$ cat config.mk
export PLATFORM = sky130hd
export DESIGN_NAME = arp_rx_parser
export DESIGN_NICKNAME = d
export VERILOG_FILES = /design/src/rtl/arp_rx_parser.sv
export SDC_FILE = /design/constraint.sdc
export NUM_CORES = 1
export LEC_CHECK = 0
export ABC_CLOCK_PERIOD_IN_PS = 2400
export CORE_AREA = 2 2 305 307
export DETAILED_ROUTE_END_ITERATION = 8
export DIE_AREA = 0 0 307 309
export MAX_ROUTING_LAYER = met4
export PLACE_DENSITY = 0.35
export SLEW_MARGIN = 0
export SYNTH_ARGS = -nofsm -noshare
export SYNTH_HDL_FRONTEND = slang
export SYNTH_SLANG_ARGS = --single-unit
$ cat constraint.sdc
create_clock -name clk -period 2.4 [get_ports clk]
set_input_delay 0.6 -clock clk [delete_from_list [all_inputs] [get_ports clk]]
set_output_delay 0.6 -clock clk [all_outputs]
set_load 0.02 [all_outputs]
$ cat src/rtl/arp_rx_parser.sv
// arp_rx_parser: collects the 42-byte ARP header from an AXI-Stream Ethernet frame, validates it
// and publishes sender MAC/IP, opcode and a request-for-us flag, with saturating ok/drop counters.
module arp_rx_parser #(
    parameter int C_AXIS_DATA_WIDTH = 512,
    parameter int CNT_W             = 16,
    parameter bit CHECK_DST_MAC     = 1
) (
    input  logic                           clk,
    input  logic                           rstn,
    output logic                           rx_s_axis_tready,
    input  logic [C_AXIS_DATA_WIDTH-1:0]   rx_s_axis_tdata,
    input  logic [C_AXIS_DATA_WIDTH/8-1:0] rx_s_axis_tkeep,
    input  logic                           rx_s_axis_tvalid,
    input  logic                           rx_s_axis_tlast,
    input  logic [47:0]                    local_mac,
    input  logic [31:0]                    local_ip,
    output logic [47:0]                    arp_src_mac,
    output logic [31:0]                    arp_src_ip,
    output logic [15:0]                    arp_opcode,
    output logic                           arp_req_for_us,
    output logic                           arp_rx_valid,
    output logic [CNT_W-1:0]               arp_ok_cnt,
    output logic [CNT_W-1:0]               arp_drop_cnt
);
    localparam int W         = C_AXIS_DATA_WIDTH;
    localparam int KB        = W / 8;
    localparam int HDR_BEATS = (336 + W - 1) / W;
    localparam int HDR_W     = HDR_BEATS * W;
    localparam int KOFF      = 41 - (HDR_BEATS - 1) * KB;
    localparam logic [2:0] LAST_BEAT = 3'(HDR_BEATS - 1);

    typedef enum logic {S_HDR, S_SKIP} state_t;

    state_t           state_q;
    logic [2:0]       beat_cnt_q;
    logic [HDR_W-1:0] hdr_q, hdr_d;
    logic [HDR_W+W-1:0] hdr_cat;
    logic [335:0]     h;
    logic             hdr_ok_q, pend_req_q;
    logic [47:0]      pend_mac_q, fin_mac;
    logic [31:0]      pend_ip_q, fin_ip;
    logic [15:0]      pend_op_q, fin_op;
    logic             last_hdr, dst_ok, chk, req, fin, fin_ok, fin_req;
    logic             unused;

    assign rx_s_axis_tready = 1'b1;
    // Frame byte 0 lands in the MSB byte of h once the header beats are shifted in.
    assign hdr_cat  = {hdr_q, rx_s_axis_tdata};
    assign hdr_d    = hdr_cat[HDR_W-1:0];
    assign h        = hdr_d[HDR_W-1 -: 336];
    assign last_hdr = beat_cnt_q == LAST_BEAT;
    assign dst_ok   = !CHECK_DST_MAC || h[335 -: 48] == '1 || h[335 -: 48] == local_mac;
    assign chk      = h[239 -: 16] == 16'h0806 && h[223 -: 16] == 16'h0001 &&
                      h[207 -: 16] == 16'h0800 && h[191 -: 8] == 8'd6 && h[183 -: 8] == 8'd4 &&
                      (h[175 -: 16] == 16'd1 || h[175 -: 16] == 16'd2) && dst_ok &&
                      rx_s_axis_tkeep[KB-1-KOFF];
    assign req      = h[175 -: 16] == 16'd1 && h[31:0] == local_ip;
    assign fin      = rx_s_axis_tvalid && rx_s_axis_tlast;
    assign fin_ok   = state_q == S_SKIP ? hdr_ok_q : last_hdr && chk;
    assign fin_mac  = state_q == S_SKIP ? pend_mac_q : h[159 -: 48];
    assign fin_ip   = state_q == S_SKIP ? pend_ip_q : h[111 -: 32];
    assign fin_op   = state_q == S_SKIP ? pend_op_q : h[175 -: 16];
    assign fin_req  = state_q == S_SKIP ? pend_req_q : req;
    assign unused   = ^{hdr_cat[HDR_W+W-1:HDR_W], hdr_d[HDR_W-337:0], h[287:240], h[79:32],
                        rx_s_axis_tkeep};

    always_ff @(posedge clk or negedge rstn) begin
        if (!rstn) begin
            state_q        <= S_HDR;
            beat_cnt_q     <= '0;
            hdr_q          <= '0;
            hdr_ok_q       <= 1'b0;
            pend_mac_q     <= '0;
            pend_ip_q      <= '0;
            pend_op_q      <= '0;
            pend_req_q     <= 1'b0;
            arp_src_mac    <= '0;
            arp_src_ip     <= '0;
            arp_opcode     <= '0;
            arp_req_for_us <= 1'b0;
            arp_rx_valid   <= 1'b0;
            arp_ok_cnt     <= '0;
            arp_drop_cnt   <= '0;
        end else begin
            arp_rx_valid <= 1'b0;
            if (rx_s_axis_tvalid && state_q == S_HDR) begin
                hdr_q      <= hdr_d;
                beat_cnt_q <= (last_hdr || rx_s_axis_tlast) ? 3'd0 : beat_cnt_q + 3'd1;
                if (last_hdr && !rx_s_axis_tlast) begin
                    state_q    <= S_SKIP;
                    hdr_ok_q   <= chk;
                    pend_mac_q <= h[159 -: 48];
                    pend_ip_q  <= h[111 -: 32];
                    pend_op_q  <= h[175 -: 16];
                    pend_req_q <= req;
                end
            end
            if (fin && state_q == S_SKIP)
                state_q <= S_HDR;
            if (fin && fin_ok) begin
                arp_src_mac    <= fin_mac;
                arp_src_ip     <= fin_ip;
                arp_opcode     <= fin_op;
                arp_req_for_us <= fin_req;
                arp_rx_valid   <= 1'b1;
                arp_ok_cnt     <= arp_ok_cnt == '1 ? arp_ok_cnt : arp_ok_cnt + CNT_W'(1);
            end
            if (fin && !fin_ok)
                arp_drop_cnt <= arp_drop_cnt == '1 ? arp_drop_cnt : arp_drop_cnt + CNT_W'(1);
        end
    end
endmodule

==> metrics.txt <==
status complete, but fails checks; failing checks setup timing; Clock Latency Late Sink 0.58 ns; DRT Wirelength 53700 um; Max Cap Violations 0; Vias/cell 3.58; Post-synth EDFFs 0; worst path arrival time 2.94 ns; XOR/XNOR Fraction of Synth Area 8.79%; fraction of registers with async set/reset 100%; Root Buffer clkbuf_16; delay-heaviest family, CP buffers and inverters; Lkg Pwr 0.00875 uW; initial DRC count 437; drt pass-1 iters 6; initial antenna violation count 43; Initial Utilization 12.0%; Num CTS Buffers 30; combinational family with the most area after synthesis simple AND/OR/NAND/NOR gates; H-tree depth 1; syn_area_per_cell 9.51 um2; Worst Tran Pin Value 0.917 ns; simple-gate area share of the yosys netlist 21.2%; post-synth cell types 33; RR Startpoint beat_cnt_q[0]; Final nets 2359; CP startpoint rx_s_axis_tdata[479]; synthesized cell area 11000 um2; sequential share of the synthesized area 53.0%; FF+latch count, synth 232; Sink Count 232; setup violators final 14; Final period util 102%; largest net degree at the start of global routing 59; placer congestion estimate 0.796; Synth Area in Compound Gates 5.08%; syn_nets 1817; RSZ-0062 raised after global routing yes; Required @ worst endpoint 2.90 ns; crit path launch type input pin; pre-CTS setup slack -1.17 ns; Die Ht 309 um; Top FF cell, synth dfrtp_1; critical-path maximum fanout 7; CP max-delay cell dlygate4sd2_1; CORE AREA 91400 um2; Hold Crit Start rx_s_axis_tdata[339]; I/O Pins 791; grt total ovfl 0; CTS tree yes; clock skew 0.0123 ns; global-route wire length before repair 76500 um; Clock transition at path regs 0.06 ns; Port Buf Inserts 454; total power draw 12800 uW; Final HPWL DP 40300 um; peak supply drop 474 uV; area grow syn2layout 81.2%; crit path cell chain dlygate4sd2_1 > xnor2_1 > nand4_1 > nor4_4 > a31oi_4 > o31ai_4 > buf_6 > buf_12 > buf_16 > clkbuf_16 > nor2_4 > a21oi_2; die width 307 um; routed len/inst 18.3 um; synth warn 0; layout cells sized above 1 18.6%; clk buf depth 3; max incr delay on CP 0.40 ns; setup slack after layout -0.0416 ns; Rows 111; Fin. Hold Viols 0; Via Count 10508; post-synthesis mux area share 9.17%; slew margin rel. 38.9%; Worst Hold Class input pin to register; Die Area 94900 um2; Post-DRT Antenna Nets 0; max frequency 410 MHz; GRT Total Usage 11.3%; number of global-route vias before repair 11147; CP Capture Type register; pwr dens 646 nW/um2; fin. max-slew vios 0; adder-cell share of the synthesized area 0.457%; drt drc 0; Crit Path Class input pin to register; Cells after Synth 1153; Min Clock Period, post-route 2.44 ns; worst path bufs/invs 5
==> flip-flops by register name, summed over array words and instances (netlist names) <==
| name | flops |
|---|---|
| arp_ok_cnt | 16 |
| beat_cnt_q | 3 |
| arp_drop_cnt | 16 |
| arp_rx_valid | 1 |
| arp_opcode | 16 |
| arp_req_for_us | 1 |
| state_q | 1 |
| pend_mac_q | 48 |
| pend_req_q | 1 |
| pend_op_q | 16 |
| hdr_ok_q | 1 |
| arp_src_mac | 48 |
| pend_ip_q | 32 |
| arp_src_ip | 32 |
==> tightest hold or removal path, stage by stage <==
cell            delay (ns)
dlymetal6s2s_1        0.11
buf_4                 0.12
nand2_1               0.04
nand2_1               0.05
==> cells by family after synthesis <==
kind of cell	after synthesis
mux	100
other cells	1
buf+inv	62
xor+xnor	110
simple gates	538
compound gates	106
fa+ha+maj	4
flops	232
==> cell type report <==
type / count / area, um2
Fill cell: 9938 / 71500
Sequential cell: 232 / 5810
Timing Repair Buffer: 567 / 5770
Multi-Input combinational cell: 860 / 5630
Tap cell: 1186 / 1480
Clock buffer: 40 / 860
Clock inverter: 16 / 218
Antenna cell: 30 / 75.1
Inverter: 4 / 15.0
==> timing repair <==
item | in CTS | in global routing
endpoints found under the setup margin | 133 | 130
pin swaps | 45 | 34
gates cloned | 9 | 3
resized for setup | 224 | 205
buffers inserted | 14 | 0
hold buffers | 1 | 0
hold endpoints to repair | 28 | 0
==> cells in the mapped netlist (3+ instances only) <==
library cell | n | area [um2]
buf_1 | 5 | 18.8
and2_1 | 4 | 25.0
nand3_1 | 19 | 95.1
xnor2_1 | 102 | 893
nand4_1 | 48 | 300
nor4b_1 | 5 | 43.8
o21ai_0 | 3 | 15.0
inv_1 | 4 | 15.0
dfrtp_1 | 232 | 5810
buf_2 | 15 | 75.1
and3_1 | 11 | 68.8
nand2_1 | 303 | 1140
nor3_1 | 8 | 40.0
ha_1 | 4 | 50.1
mux2i_1 | 97 | 971
clkbuf_1 | 37 | 139
a21oi_1 | 98 | 490
nor2_1 | 110 | 413
nor4_1 | 21 | 131
mux2_2 | 3 | 33.8
nand2b_1 | 3 | 18.8
xor2_1 | 8 | 70.1
==> power breakdown <==
group | switching (uW) | internal [uW]
logic | 1500 | 1380
clock network | 1900 | 3050
registers | 417 | 4610
total | 3810 | 9030
==> cells in the final DEF, fill, tap and decap left out, drive strengths merged, types with 3 or more instances in the layout <==
| cell | count |
|---|---|
| nor4 | 21 |
| nand4 | 48 |
| a21oi | 98 |
| dlymetal6s2s | 16 |
| clkbuf | 63 |
| diode | 30 |
| clkdlybuf4s15 | 9 |
| and3 | 11 |
| ha | 4 |
| nand2 | 303 |
| clkdlybuf4s50 | 290 |
| mux2 | 3 |
| nand3 | 19 |
| nor3 | 8 |
| bufinv | 5 |
| clkinv | 7 |
| nand2b | 3 |
| dlygate4sd2 | 114 |
| dfrtp | 232 |
| inv | 6 |
| xnor2 | 102 |
| o21ai | 3 |
| xor2 | 8 |
| buf | 114 |
| nor2 | 110 |
| and2 | 5 |
| mux2i | 97 |
| nor4b | 5 |
==> per-layer routing <==
metal	wire length, um	global-route usage (%)
met5	0	-
met4	1340	2.97
met3	4930	3.58
met2	23800	17.0
met1	23700	14.4
==> final timing paths <==
path / end / slack [ns] / cells past startpoint
setup / recovery: arp_src_mac[14] / -0.04 / 12
setup reg to reg: arp_src_mac[14] / 0.10 / 11
min in group asynchronous: arp_src_mac[12] / 0.59 / 2
hold / removal: pend_op_q[3] / 0.38 / 4
max in group asynchronous: pend_mac_q[13] / 1.12 / 3
hold reg to reg: pend_ip_q[21] / 0.47 / 2
==> stage by stage <==
step	setup TNS [ns]	area [um2]	utilization, %	hold slack (ns)	std cells
floorplan	-7.92	11000	-	0.304	1153
global placement	-134.15	17700	19.3	0.456	2826
detailed placement	-140.57	17700	19.3	0.462	2826
CTS	0	19300	21.1	0.477	2904
global route	-3.34	19800	21.7	0.376	2928
finish	-0.216	19900	21.7	0.382	2935
Power figures use the tool's default switching activity.
